==> src/rtl/gfx_pkg.sv <==
// Shared constants for the graphics compositor: colours and playfield geometry.
// Palette entries are RGB332; GRID is the debug tile-grid colour.
package gfx_pkg;

  localparam logic [7:0] RED  = 8'hE0;
  localparam logic [7:0] PNK  = 8'hF2;
  localparam logic [7:0] CYN  = 8'h1F;
  localparam logic [7:0] ORG  = 8'hEC;
  localparam logic [7:0] YLW  = 8'hFC;
  localparam logic [7:0] WHT  = 8'hFF;
  localparam logic [7:0] CRM  = 8'hFE;
  localparam logic [7:0] BLU  = 8'h03;
  localparam logic [7:0] BLK  = 8'h00;
  localparam logic [7:0] GRID = 8'b0100_1001;

  localparam int XMAX_DEF      = 240;
  localparam int YMAX_DEF      = 320;
  localparam int YOFFSET_DEF   = 24;
  localparam int ROW_WORDS_DEF = 264;

  localparam int ADDR_MAX = XMAX_DEF * ROW_WORDS_DEF - 1;

endpackage

==> src/rtl/gfx_if.sv <==
// Beam-counter, layer-colour and pixel-output bundle of the compositor.
// master = timing/sprite/RAM side, slave = compositor.
interface gfx_if #(
  parameter int NSPR   = 5,
  parameter int ADDR_W = 16
);

  logic [9:0]          hc;
  logic [9:0]          vc;
  logic [NSPR-1:0]     layer_en;
  logic [8*NSPR-1:0]   sprite_color;
  logic [7:0]          maze_color;
  logic [8:0]          xpos;
  logic [8:0]          ypos;
  logic [ADDR_W-1:0]   address;
  logic [7:0]          color;
  logic                frame_start;
  logic [1:0]          anim_step;

  modport master (
    output hc, vc, layer_en, sprite_color, maze_color,
    input  xpos, ypos, address, color, frame_start, anim_step
  );

  modport slave (
    input  hc, vc, layer_en, sprite_color, maze_color,
    output xpos, ypos, address, color, frame_start, anim_step
  );

endinterface

==> src/rtl/gfx_frame_timer.sv <==
// Frame-start pulse and shared animation step, one step per ANIM_DIV frames.
// The pulse is edge-qualified so a held (0,0) beam position fires once.
module gfx_frame_timer import gfx_pkg::*; #(
  parameter int ANIM_DIV = 8
) (
  input  logic       clk,
  input  logic       rst,
  input  logic       sof_i,
  output logic       frame_start_o,
  output logic [1:0] anim_step_o
);

  localparam int CW = (ANIM_DIV > 1) ? $clog2(ANIM_DIV) : 1;

  logic          sof_q;
  logic          fs_q;
  logic [CW-1:0] frame_cnt_q, frame_cnt_d;
  logic [1:0]    anim_q, anim_d;

  always_comb begin
    frame_cnt_d = frame_cnt_q;
    anim_d      = anim_q;
    if (fs_q) begin
      if (int'(frame_cnt_q) == ANIM_DIV - 1) begin
        frame_cnt_d = '0;
        anim_d      = anim_q + 2'd1;
      end else begin
        frame_cnt_d = frame_cnt_q + CW'(1);
      end
    end
  end

  always_ff @(posedge clk) begin
    if (rst) begin
      sof_q       <= 1'b0;
      fs_q        <= 1'b0;
      frame_cnt_q <= '0;
      anim_q      <= 2'd0;
    end else begin
      sof_q       <= sof_i;
      fs_q        <= sof_i && !sof_q;
      frame_cnt_q <= frame_cnt_d;
      anim_q      <= anim_d;
    end
  end

  assign frame_start_o = fs_q;
  assign anim_step_o   = anim_q;

endmodule

==> src/rtl/gfx_compositor.sv <==
// Three-stage pixel compositor: beam->playfield mapping, maze address, layer mux.
// Optional debug tile grid on transparent pixels: GFX_TILE_GRID_EN.
module gfx_compositor import gfx_pkg::*; #(
  parameter int          NSPR      = 5,
  parameter int          XMAX      = XMAX_DEF,
  parameter int          YMAX      = YMAX_DEF,
  parameter int          YOFFSET   = YOFFSET_DEF,
  parameter int          ROW_WORDS = ROW_WORDS_DEF,
  parameter int          ADDR_W    = 16,
  parameter int          ANIM_DIV  = 8,
  parameter logic [7:0]  TRANSP    = 8'h00
) (
  input logic  clk,
  input logic  rst,
  gfx_if.slave bus
);

  localparam int AW2 = ADDR_W + 2;

  logic              act_d, act1_q, act2_q;
  logic [8:0]        xpos_d, xpos_q;
  logic [8:0]        ypos_d, ypos_q;
  logic [ADDR_W-1:0] addr_d, addr_q;
  logic [AW2-1:0]    prod;
  logic [8*NSPR-1:0] spr2_q;
  logic [NSPR-1:0]   en2_q;
  logic [7:0]        color_d, color_q;

  assign act_d = (bus.hc < 10'd640) && (bus.vc < 10'd480);

  always_comb begin
    xpos_d = 9'd0;
    ypos_d = 9'd0;
    if (bus.vc < 10'd480) begin
      xpos_d = 9'(XMAX - 1 - int'(bus.vc[9:1]));
      ypos_d = act_d ? bus.hc[9:1] : 9'(YMAX - 1);
    end
    prod = AW2'(xpos_d) * AW2'(ROW_WORDS)
         + AW2'(ypos_d) - AW2'(YOFFSET);
    addr_d = '1;
    if (int'(ypos_d) >= YOFFSET &&
        int'(ypos_d) < YOFFSET + ROW_WORDS)
      addr_d = ADDR_W'(prod);
  end

`ifdef GFX_TILE_GRID_EN
  logic [2:0] gx2_q, gy2_q;

  always_ff @(posedge clk) begin
    if (rst) begin
      gx2_q <= 3'd0;
      gy2_q <= 3'd0;
    end else begin
      gx2_q <= xpos_q[2:0];
      gy2_q <= ypos_q[2:0];
    end
  end
`endif

  // Lowest enabled, non-transparent layer wins; the loop runs high-to-low.
  always_comb begin
    color_d = BLK;
    if (act2_q) begin
      if (bus.maze_color != TRANSP)
        color_d = bus.maze_color;
`ifdef GFX_TILE_GRID_EN
      else if (gx2_q == 3'd0 || gy2_q == 3'd0)
        color_d = GRID;
`endif
      for (int i = NSPR - 1; i >= 0; i--)
        if (en2_q[i] && spr2_q[8*i +: 8] != TRANSP)
          color_d = spr2_q[8*i +: 8];
    end
  end

  always_ff @(posedge clk) begin
    if (rst) begin
      xpos_q  <= 9'd0;
      ypos_q  <= 9'd0;
      addr_q  <= '1;
      act1_q  <= 1'b0;
      spr2_q  <= '0;
      en2_q   <= '0;
      act2_q  <= 1'b0;
      color_q <= 8'd0;
    end else begin
      xpos_q  <= xpos_d;
      ypos_q  <= ypos_d;
      addr_q  <= addr_d;
      act1_q  <= act_d;
      spr2_q  <= bus.sprite_color;
      en2_q   <= bus.layer_en;
      act2_q  <= act1_q;
      color_q <= color_d;
    end
  end

  gfx_frame_timer #(
    .ANIM_DIV (ANIM_DIV)
  ) u_timer (
    .clk           (clk),
    .rst           (rst),
    .sof_i         (bus.hc == 10'd0 && bus.vc == 10'd0),
    .frame_start_o (bus.frame_start),
    .anim_step_o   (bus.anim_step)
  );

  assign bus.xpos    = xpos_q;
  assign bus.ypos    = ypos_q;
  assign bus.address = addr_q;
  assign bus.color   = color_q;

endmodule

==> src/flat_wrapper.sv <==
// flat-port wrapper written by rule: the top's interface ports become plain ports
module gfx_compositor_flat import gfx_pkg::*;
#(
  parameter int          NSPR      = 5,
  parameter int          XMAX      = XMAX_DEF,
  parameter int          YMAX      = YMAX_DEF,
  parameter int          YOFFSET   = YOFFSET_DEF,
  parameter int          ROW_WORDS = ROW_WORDS_DEF,
  parameter int          ADDR_W    = 16,
  parameter int          ANIM_DIV  = 8,
  parameter logic [7:0]  TRANSP    = 8'h00
)
  (clk, rst, bus_hc, bus_vc, bus_layer_en, bus_sprite_color, bus_maze_color, bus_xpos, bus_ypos, bus_address, bus_color, bus_frame_start, bus_anim_step);
  gfx_if #(.NSPR(NSPR), .ADDR_W(ADDR_W)) bus_i ();
  input logic clk;
  input logic rst;
  input wire logic [$bits(bus_i.hc)-1:0] bus_hc;
  input wire logic [$bits(bus_i.vc)-1:0] bus_vc;
  input wire logic [$bits(bus_i.layer_en)-1:0] bus_layer_en;
  input wire logic [$bits(bus_i.sprite_color)-1:0] bus_sprite_color;
  input wire logic [$bits(bus_i.maze_color)-1:0] bus_maze_color;
  output wire logic [$bits(bus_i.xpos)-1:0] bus_xpos;
  output wire logic [$bits(bus_i.ypos)-1:0] bus_ypos;
  output wire logic [$bits(bus_i.address)-1:0] bus_address;
  output wire logic [$bits(bus_i.color)-1:0] bus_color;
  output wire logic [$bits(bus_i.frame_start)-1:0] bus_frame_start;
  output wire logic [$bits(bus_i.anim_step)-1:0] bus_anim_step;
  assign bus_i.hc = bus_hc;
  assign bus_i.vc = bus_vc;
  assign bus_i.layer_en = bus_layer_en;
  assign bus_i.sprite_color = bus_sprite_color;
  assign bus_i.maze_color = bus_maze_color;
  assign bus_xpos = bus_i.xpos;
  assign bus_ypos = bus_i.ypos;
  assign bus_address = bus_i.address;
  assign bus_color = bus_i.color;
  assign bus_frame_start = bus_i.frame_start;
  assign bus_anim_step = bus_i.anim_step;
  gfx_compositor #(.NSPR(NSPR), .XMAX(XMAX), .YMAX(YMAX), .YOFFSET(YOFFSET), .ROW_WORDS(ROW_WORDS), .ADDR_W(ADDR_W), .ANIM_DIV(ANIM_DIV), .TRANSP(TRANSP)) u_core (.clk(clk), .rst(rst), .bus(bus_i));
endmodule
==> config.mk <==
export PLATFORM = sky130hd
export DESIGN_NAME = gfx_compositor_flat
export DESIGN_NICKNAME = d
export VERILOG_FILES = /design/src/rtl/gfx_pkg.sv /design/src/rtl/gfx_if.sv /design/src/rtl/gfx_frame_timer.sv /design/src/rtl/gfx_compositor.sv /design/src/flat_wrapper.sv
export SDC_FILE = /design/constraint.sdc
export NUM_CORES = 1
export LEC_CHECK = 0
export ABC_AREA = 0
export CAP_MARGIN = 20
export CORE_UTILIZATION = 40
export DETAILED_ROUTE_END_ITERATION = 10
export PLACE_DENSITY = 0.69
export SYNTH_ARGS = -nofsm -noshare
export SYNTH_HDL_FRONTEND = slang
export SYNTH_SLANG_ARGS = --single-unit
==> constraint.sdc <==
create_clock -name clk -period 8.3 [get_ports clk]
set_input_delay 1.66 -clock clk [delete_from_list [all_inputs] [get_ports clk]]
set_output_delay 1.66 -clock clk [all_outputs]
set_load 0.05 [all_outputs]
==> results of run 1 <==
[power groups by stage]
stage               clock, µW  combinational, µW  sequential, µW
floorplan                   0                126             533
global placement            0                243             503
detailed placement          0                245             503
CTS                       335                248             492
global route              351                271             494
finish                    325                248             492
[stage by stage]
step	power [µW]	setup slack, ns	hold WS [ns]	instance area, µm²	instances
after global placement	746	2.33	0.374	5430	679
after detailed placement	748	2.16	0.376	5430	679
after floorplan	659	3.21	0.367	4110	438
after CTS	1080	2.54	0.388	5640	694
final	1060	2.45	0.389	5640	694
after global routing	1120	2.19	0.404	5640	694
[worst max path at each step]
stage,start,to,slack [ns],depth (start not counted)
final,bus_vc[7],u_core.bus.address[15],2.45,17
after detailed placement,bus_vc[7],u_core.bus.address[15],2.16,17
after global routing,bus_vc[7],u_core.bus.address[15],2.19,17
after global placement,bus_vc[7],u_core.bus.address[15],2.33,17
after CTS,bus_vc[7],u_core.bus.address[15],2.54,17
after floorplan,bus_vc[5],u_core.bus.address[15],3.21,18
[sequential cells by signal (all words and copies together), names as in the netlist, 2 cells and up]
signal and flops:
u_core.u_timer.anim_step_o 2, u_core.bus.xpos 9, u_core.u_timer.frame_cnt_q 3, u_core.bus.ypos 9
u_core.en2_q 5, u_core.bus.address 16, u_core.bus.color 8, u_core.spr2_q 40
[layout make-up]
type | instances | area (µm²) | share of cell area
Timing Repair Buffer | 121 | 1200 | 0.213
Tap cell | 133 | 166 | 0.0295
Inverter | 20 | 75.1 | 0.0133
Clock inverter | 3 | 47.5 | 0.00843
Clock buffer | 12 | 165 | 0.0293
Multi-Input combinational cell | 309 | 2060 | 0.366
Sequential cell | 96 | 1920 | 0.341
[critical path: cells and delay by family]
family          cells  cell delay, ns
xor+xnor            1            0.15
compound gates      6            1.63
buf+inv             1            0.54
fa+ha+maj           4            1.24
simple gates        5            0.88
[layout by cell type, fill, tap and decap left out, types with 4 or more instances in the layout]
cell | netlist | layout
clkdlybuf4s50_1 | 0 | 118
nor2b_1 | 52 | 52
clkbuf_8 | 0 | 12
nand2b_1 | 4 | 4
inv_1 | 20 | 20
nor4_1 | 8 | 8
o21ai_0 | 18 | 18
nand3_1 | 5 | 5
dfxtp_1 | 96 | 96
a21oi_1 | 14 | 14
ha_1 | 29 | 29
a221oi_1 | 8 | 8
nor3_1 | 17 | 17
or4_1 | 7 | 7
xor2_1 | 5 | 5
nand2_1 | 30 | 30
xnor2_1 | 12 | 12
a22oi_1 | 9 | 9
o22ai_1 | 8 | 8
nor2_1 | 44 | 44
a21o_1 | 5 | 5
[kinds of logic after synthesis]
| kind of cell | count (synthesis) | synth area share |
|---|---|---|
| AO/OA/AOI/OAI | 82 | 0.140 |
| XOR/XNOR | 17 | 0.0362 |
| adder cells (fa/ha/maj) | 31 | 0.0981 |
| buffers and inverters | 33 | 0.0302 |
| flip-flops | 96 | 0.468 |
| multiplexers | 2 | 0.00518 |
| AND/OR/NAND/NOR | 177 | 0.223 |
[metal layers]
| layer | track usage | wire (µm) | part of all wire | up-vias |
|---|---|---|---|---|
| li1 | - | - | - | 1759 |
| met1 | 0.235 | 4420 | 0.43 | 1623 |
| met2 | 0.340 | 4940 | 0.48 | 129 |
| met3 | 0.0531 | 678 | 0.066 | 18 |
| met4 | 0.0715 | 183 | 0.018 | 0 |
| met5 | 0 | 0 | 0 | - |
==> impl_metrics.env, run 1 <==
export IMPL_diodes=0
export IMPL_finalHoldViolations=0
export IMPL_fillers=884
export IMPL_place_hpwl_um=7660
export IMPL_power_internal_uw=758
export IMPL_first_global_vias=3453
export IMPL_cts_made_buffers=9
export IMPL_synth_area_um2=4110
export IMPL_r2r_start="u_core.spr2_q[5]"
export IMPL_ys_flop_type="dfxtp_1"
export IMPL_critPathCaptureType="flop"
export IMPL_finalSetupViolCount=0
export IMPL_grt_max_degree=61
export IMPL_postCtsSetupRepairBufs=0
export IMPL_hold_buffers=0
export IMPL_path_class="in2reg"
export IMPL_switchingPower_uw=307
export IMPL_fin_util=0.572
export IMPL_cts_htree_levels=3
export IMPL_fmax_mhz=171
export IMPL_synth_seq_area_share=0.468
export IMPL_dr_pass1_iters=4
export IMPL_rsz0062_at_grt="false"
export IMPL_drtIter0Drc=134
export IMPL_ant_nets=0
export IMPL_tns_ns=0
export IMPL_synthTopCellsByCount="dfxtp_1, nor2b_1, nor2_1"
export IMPL_grt_first_pass_wirelength_um=15900
export IMPL_irDropWorstVdd_uv=97.6
export IMPL_synth_edf_count=0
export IMPL_initial_utilization=0.416
export IMPL_yosysMostFrequentCell="dfxtp_1"
export IMPL_core_area_um2=9860
export IMPL_wl_per_cell_um=14.7
export IMPL_critPathSlowestCell="a311oi_1"
export IMPL_drv_slew=0
export IMPL_r2r_end="u_core.bus.color[6]"
export IMPL_reg2regPathDepth=5
export IMPL_min_to="u_core.u_timer.frame_start_o"
export IMPL_cts_tree="built"
export IMPL_yosys_area_top_type_share=0.468
export IMPL_power_leakage_uw=0.00230
export IMPL_grt_util_all_layers=0.197
export IMPL_rrSetupSlack_ns=6.21
export IMPL_switching_share=0.288
export IMPL_drive_gt1_frac=0.0410
export IMPL_min_delay_start="u_core.u_timer.sof_q"
export IMPL_worstSetupStartpointType="input pin"
export IMPL_hold_path_class="reg2reg"
export IMPL_overflow=0
export IMPL_yosysTopAreaCell="dfxtp_1"
export IMPL_clkPwrFrac=0.305
export IMPL_die_y_um=103
export IMPL_yosys_cell_types_count=48
export IMPL_synth_fp_nets=544
export IMPL_p_seq_frac=0.462
export IMPL_dieArea_um2=10700
export IMPL_die_w_um=103
export IMPL_io_buffers=119
export IMPL_row_count=36
export IMPL_outcome="complete, no violations"
export IMPL_final_min_clock_period_ns=5.85
export IMPL_synthCells=438
export IMPL_syn_avg_cell_area_um2=9.38
export IMPL_path_cells="clkdlybuf4s50_1 > a311oi_1 > nor3_1 > a21o_1 > ha_1 > ha_1 > fa_1 > a21o_1 > a21oi_1 > xnor2_1 > ha_1 > nand2b_1 > nor2_1 > o21ai_0 > nor4b_1 > o2111ai_1 > nor2b_1"
export IMPL_cts_resized=0
export IMPL_cts_max_path_buffers=2
export IMPL_holdPathStages=1
export IMPL_timing_final_crit_share=0.705
export IMPL_p_comb_frac=0.233
export IMPL_drc=0
export IMPL_clkTransAtPathRegs_ns=0.09
export IMPL_p_per_area_nw_per_um2=189
export IMPL_slew_limit_headroom=0.464
export IMPL_cp_required_ns=8.55
export IMPL_worst_pin_slew_ns=0.799
export IMPL_wirelength_um=10200
export IMPL_via_count=3529
export IMPL_crit_arrival_ns=6.10
export IMPL_yosys_top_cells_area="dfxtp_1, ha_1, nor2b_1, nor2_1, nand2_1"
export IMPL_antenna_found_initial=0
export IMPL_clock_sinks=96
export IMPL_clk_latency_ns=0.36
export IMPL_cpPeakStageDelay_ns=0.76
export IMPL_vias_per_cell=5.09
export IMPL_cts_root_buffer="clkbuf_8"
export IMPL_syn_to_final_growth_pct=37.3
export IMPL_finalWeightedCongestion=0.901
export IMPL_synth_seq_cells=96
export IMPL_fin_skew_ns=0.00664
export IMPL_fin_nets=663
export IMPL_crit_top_cell="ha_1"
export IMPL_synthArstFlopShare=0
export IMPL_io_pins=120
export IMPL_crit_path_max_fanout=6
export IMPL_drv_cap=0
export IMPL_synth_warnings=0
Note: power is estimated with default switching activity, not from simulation.
==> inputs of run 2 (changes only) <==
- clock period: 8.3 -> 5.8 ns (I/O delays scaled with it)
==> run 2 against run 1 <==
- first-iteration DRC count is 40% lower
- hold slack better by 0.011 ns
- sequential cell count stayed put
- final area hardly changed
- sequential power is 43% higher
==> impl_metrics.env, run 2 (synthesis gave the netlist of run 1 again) <==
export IMPL_gr_max_usage_layer="met2"
export IMPL_regMostFlops="u_core.spr2_q"
export IMPL_drc=0
export IMPL_irDropWorstVdd_uv=134
export IMPL_largest_reg_flops=40
export IMPL_layout_common_cells="clkdlybuf4s50_1, dfxtp_1, nor2b_1"
export IMPL_wl_per_cell_um=14.8
export IMPL_rsz0062_at_grt="false"
export IMPL_io_buffers=119
export IMPL_row_count=36
export IMPL_clkTransAtPathRegs_ns=0.11
export IMPL_use_met3=0.0491
export IMPL_crit_arrival_ns=5.50
export IMPL_cts_max_path_buffers=2
export IMPL_overflow=0
export IMPL_path_class="in2reg"
export IMPL_die_w_um=103
export IMPL_dr_pass1_iters=4
export IMPL_finalHoldViolations=0
export IMPL_drtIter0Drc=80
export IMPL_fin_nets=664
export IMPL_finalWeightedCongestion=0.898
export IMPL_place_hpwl_um=7760
export IMPL_slew_limit_headroom=0.534
export IMPL_io_pins=120
export IMPL_clock_sinks=96
export IMPL_worstSetupStartpointType="input pin"
export IMPL_cts_made_buffers=9
export IMPL_grtUsageMet2=0.349
export IMPL_vias_per_cell=5.04
export IMPL_finalSetupViolCount=0
export IMPL_antenna_found_initial=0
export IMPL_cp_required_ns=6.05
export IMPL_tns_ns=0
export IMPL_fin_skew_ns=0.0173
export IMPL_drv_slew=0
export IMPL_setup_ws_ns=0.556
export IMPL_cts_resized=0
export IMPL_postCtsSetupRepairBufs=0
export IMPL_cts_root_buffer="clkbuf_8"
export IMPL_final_min_clock_period_ns=5.24
export IMPL_core_area_um2=9860
export IMPL_grt_util_all_layers=0.201
export IMPL_initial_utilization=0.416
export IMPL_hold_path_class="reg2reg"
export IMPL_dieArea_um2=10700
export IMPL_drv_cap=0
export IMPL_ant_nets=0
export IMPL_fin_hold_ws_ns=0.401
export IMPL_cts_tree="built"
export IMPL_diodes=0
export IMPL_p_per_area_nw_per_um2=267
export IMPL_via_count=3505
export IMPL_hold_buffers=0
export IMPL_crit_path_max_fanout=7
export IMPL_place_ws_ns=0.189
export IMPL_worst_pin_slew_ns=0.682
export IMPL_fmax_mhz=191
export IMPL_mostFrequentLayoutCell="clkdlybuf4s50_1"
export IMPL_grt_first_pass_wirelength_um=16200
export IMPL_die_y_um=103
export IMPL_timing_final_crit_share=0.904
export IMPL_cts_htree_levels=3
export IMPL_power_leakage_uw=0.00230
export IMPL_drive_gt1_frac=0.0444
export IMPL_wirelength_um=10300
export IMPL_critPathCaptureType="flop"
export IMPL_syn_to_final_growth_pct=37.2
export IMPL_clk_latency_ns=0.37
export IMPL_grt_max_degree=61
export IMPL_first_global_vias=3485
export IMPL_grtUsageMet1=0.237
export IMPL_p_total_uw=1500
export IMPL_outcome="complete, no violations"
-- run 2: cell types whose count changed in the layout (fill, tap and decap cells not counted), sizes merged --
cell    delta
buf        +1
bufinv     -1
clkbuf     -3
clkinv     +1
inv        +4
-- run 2: layout make-up --
type / instances / area [µm²]
fill: 869 / 4230
clock inverter: 7 / 78.8
timing repair buffer: 122 / 1210
inverter: 20 / 75.1
clock buffer: 9 / 124
tap: 133 / 166
sequential: 96 / 1920
multi-input combinational: 309 / 2060
-- run 2: worst paths after layout --
path,startpoint,end,slack (ns),depth (start not counted)
setup / recovery,bus_vc[5],u_core.bus.address[15],0.56,19
setup reg to reg,u_core.spr2_q[5],u_core.bus.color[7],3.73,5
hold / removal,u_core.u_timer.sof_q,u_core.u_timer.frame_start_o,0.40,1
hold reg to reg,u_core.u_timer.sof_q,u_core.u_timer.frame_start_o,0.40,1
-- run 2: critical path, cell delays in order --
cell and delay, ns:
clkdlybuf4s50_1 0.55, ha_1 0.30, xnor2_1 0.32, nand2_4 0.11, inv_1 0.08, ha_1 0.23, ha_1 0.20, ha_1 0.21
fa_1 0.42, a21o_1 0.20, a21oi_1 0.18, xnor2_1 0.08, ha_1 0.35, nand2_1 0.11, nor2_1 0.05, o21ai_0 0.17
nor4b_1 0.48, o2111ai_1 0.16, nor2b_1 0.15
-- run 2: metrics by stage --
step / utilization / cell area, µm² / cells
2_1_floorplan: - / 4110 / 438
3_5_place_dp: 0.551 / 5430 / 680
4_1_cts: 0.571 / 5640 / 696
3_3_place_gp: 0.551 / 5430 / 680
6_report: 0.571 / 5640 / 696
5_1_grt: 0.571 / 5640 / 696
-- run 2: metal layers --
metal  vias to the layer above  part of all wire
met4                         0             0.025
met3                        22             0.059
met5                         -                 0
met1                      1595              0.44
met2                       121              0.47
li1                       1767                 -
-- run 2: power breakdown --
group          internal, µW  total, µW  switching, µW
clock                   174        443            269
sequential              690        705           14.5
combinational           161        357            195
total                  1030       1500            479
==> inputs of run 3 (changes only) <==
- RECOVER_POWER: unset -> 25
==> run 3 against run 2 <==
- the run now ends with capacitance limit, slew limit left
- sequential cell count did not move
- clock skew is the same
- via count unchanged
- maximum frequency did not move
- total power about the same
- register-to-register slack about the same
- hold slack did not move
- global-route usage stayed put
- setup slack did not move
- final area about the same
- clock power barely moved
- clock-buffer cell count unchanged
- critical path type unchanged
- largest power group unchanged
==> impl_metrics.env, run 3 (synthesis gave the netlist of run 1 again) <==
export IMPL_drive_gt1_frac=0.0426
export IMPL_p_per_area_nw_per_um2=267
export IMPL_finalWeightedCongestion=0.898
export IMPL_worst_pin_slew_ns=2.60
export IMPL_vias_per_cell=5.04
export IMPL_cts_root_buffer="clkbuf_8"
export IMPL_violations="capacitance limit, slew limit"
export IMPL_drv_cap=1
export IMPL_postCtsSetupRepairBufs=0
export IMPL_row_count=36
export IMPL_clkTransAtPathRegs_ns=0.11
export IMPL_first_global_vias=3485
export IMPL_mostFrequentLayoutCell="clkdlybuf4s50_1"
export IMPL_worstSetupStartpointType="input pin"
export IMPL_final_min_clock_period_ns=5.24
export IMPL_layout_common_cells="clkdlybuf4s50_1, dfxtp_1, nor2b_1"
export IMPL_regMostFlops="u_core.spr2_q"
export IMPL_crit_path_max_fanout=7
export IMPL_io_buffers=119
export IMPL_hold_buffers=0
export IMPL_stdcell_count=696
export IMPL_drc=0
export IMPL_post_dp_cell_area_um2=5430
export IMPL_r2r_start="u_core.spr2_q[5]"
export IMPL_cts_max_path_buffers=2
export IMPL_initial_utilization=0.416
export IMPL_outcome="finished with violations"
export IMPL_antenna_found_initial=0
export IMPL_final_area_um2=5630
export IMPL_slew_limit_headroom=-0.735
export IMPL_grt_max_degree=61
export IMPL_ant_nets=0
export IMPL_dieArea_um2=10700
export IMPL_dr_pass1_iters=4
export IMPL_io_pins=120
export IMPL_largest_reg_flops=40
export IMPL_cts_tree="built"
export IMPL_finalSetupViolCount=0
export IMPL_wl_per_cell_um=14.8
export IMPL_rsz0062_at_grt="false"
export IMPL_min_delay_start="u_core.u_timer.sof_q"
export IMPL_grt_util_all_layers=0.201
export IMPL_timing_final_crit_share=0.904
export IMPL_crit_arrival_ns=5.50
export IMPL_dp_cells=680
export IMPL_cp_required_ns=6.05
export IMPL_reg2regPathDepth=5
export IMPL_path_class="in2reg"
export IMPL_hold_path_class="reg2reg"
export IMPL_irDropWorstVdd_uv=134
export IMPL_clk_latency_ns=0.37
export IMPL_cts_resized=0
export IMPL_drtIter0Drc=87
export IMPL_via_count=3505
export IMPL_drv_slew=61
export IMPL_overflow=0
export IMPL_cts_htree_levels=3
export IMPL_critPathCaptureType="flop"
export IMPL_cts_made_buffers=9
export IMPL_diodes=0
export IMPL_finalHoldViolations=0
export IMPL_fin_nets=664
export IMPL_clock_sinks=96
export IMPL_place_hpwl_um=7760
export IMPL_grt_first_pass_wirelength_um=16200
export IMPL_fmax_mhz=191
export IMPL_die_w_um=103
export IMPL_die_y_um=103
export IMPL_tns_ns=0
export IMPL_critPathLaunch="bus_vc[5]"
export IMPL_syn_to_final_growth_pct=37.1
export IMPL_holdPathStages=1
export IMPL_wirelength_um=10300
export IMPL_power_leakage_uw=0.00230
export IMPL_fillers=871
export IMPL_core_area_um2=9860
export IMPL_fin_skew_ns=0.0173
-- run 3: cell types whose count changed in the layout (fill, tap and decap cells not counted) --
cell      previous run  this run
buf_4                3         2
clkbuf_1             0         1
-- run 3: area by class of cell --
type | count | area [µm²] | area share
multi-input combinational | 309 | 2060 | 0.366
inverter | 20 | 75.1 | 0.0133
sequential | 96 | 1920 | 0.341
clock inverter | 7 | 78.8 | 0.0140
clock buffer | 9 | 124 | 0.0220
tap | 133 | 166 | 0.0295
timing repair buffer | 122 | 1200 | 0.214
-- run 3: layer usage --
metal	GRT usage	vias up	share of wire
li1	-	1767	-
met1	0.237	1595	0.44
met2	0.349	121	0.47
met3	0.0491	22	0.059
met4	0.0845	0	0.025
met5	0	-	0
-- run 3: through the flow --
| step | power [µW] | setup slack [ns] | hold slack [ns] | utilization |
|---|---|---|---|---|
| final | 1510 | 0.556 | 0.401 | 0.571 |
| after global routing | 1590 | 0.124 | 0.428 | 0.571 |
| after CTS | 1520 | 0.611 | 0.401 | 0.571 |
| after detailed placement | 1070 | 0.189 | 0.372 | 0.551 |
| after global placement | 1070 | 0.402 | 0.377 | 0.551 |
| after floorplan | 942 | 1.21 | 0.367 | - |
-- run 3: critical path, cell delays in order --
cell             delay, ns
clkdlybuf4s50_1       0.55
ha_1                  0.30
xnor2_1               0.32
nand2_4               0.11
inv_1                 0.08
ha_1                  0.23
ha_1                  0.20
ha_1                  0.21
fa_1                  0.42
a21o_1                0.20
a21oi_1               0.18
xnor2_1               0.08
ha_1                  0.35
nand2_1               0.11
nor2_1                0.05
o21ai_0               0.17
nor4b_1               0.48
o2111ai_1             0.16
nor2b_1               0.15
-- run 3: worst paths after layout --
check	to	slack (ns)
worst max-delay path	u_core.bus.address[15]	0.56
worst max register to register	u_core.bus.color[7]	3.73
worst min-delay path	u_core.u_timer.frame_start_o	0.40
worst min register to register	u_core.u_timer.frame_start_o	0.40
-- run 3: power by group --
part | internal (µW) | switching, µW | total [µW]
Combinational | 162 | 195 | 357
Clock | 174 | 269 | 443
Sequential | 690 | 14.5 | 705
Total | 1030 | 479 | 1510
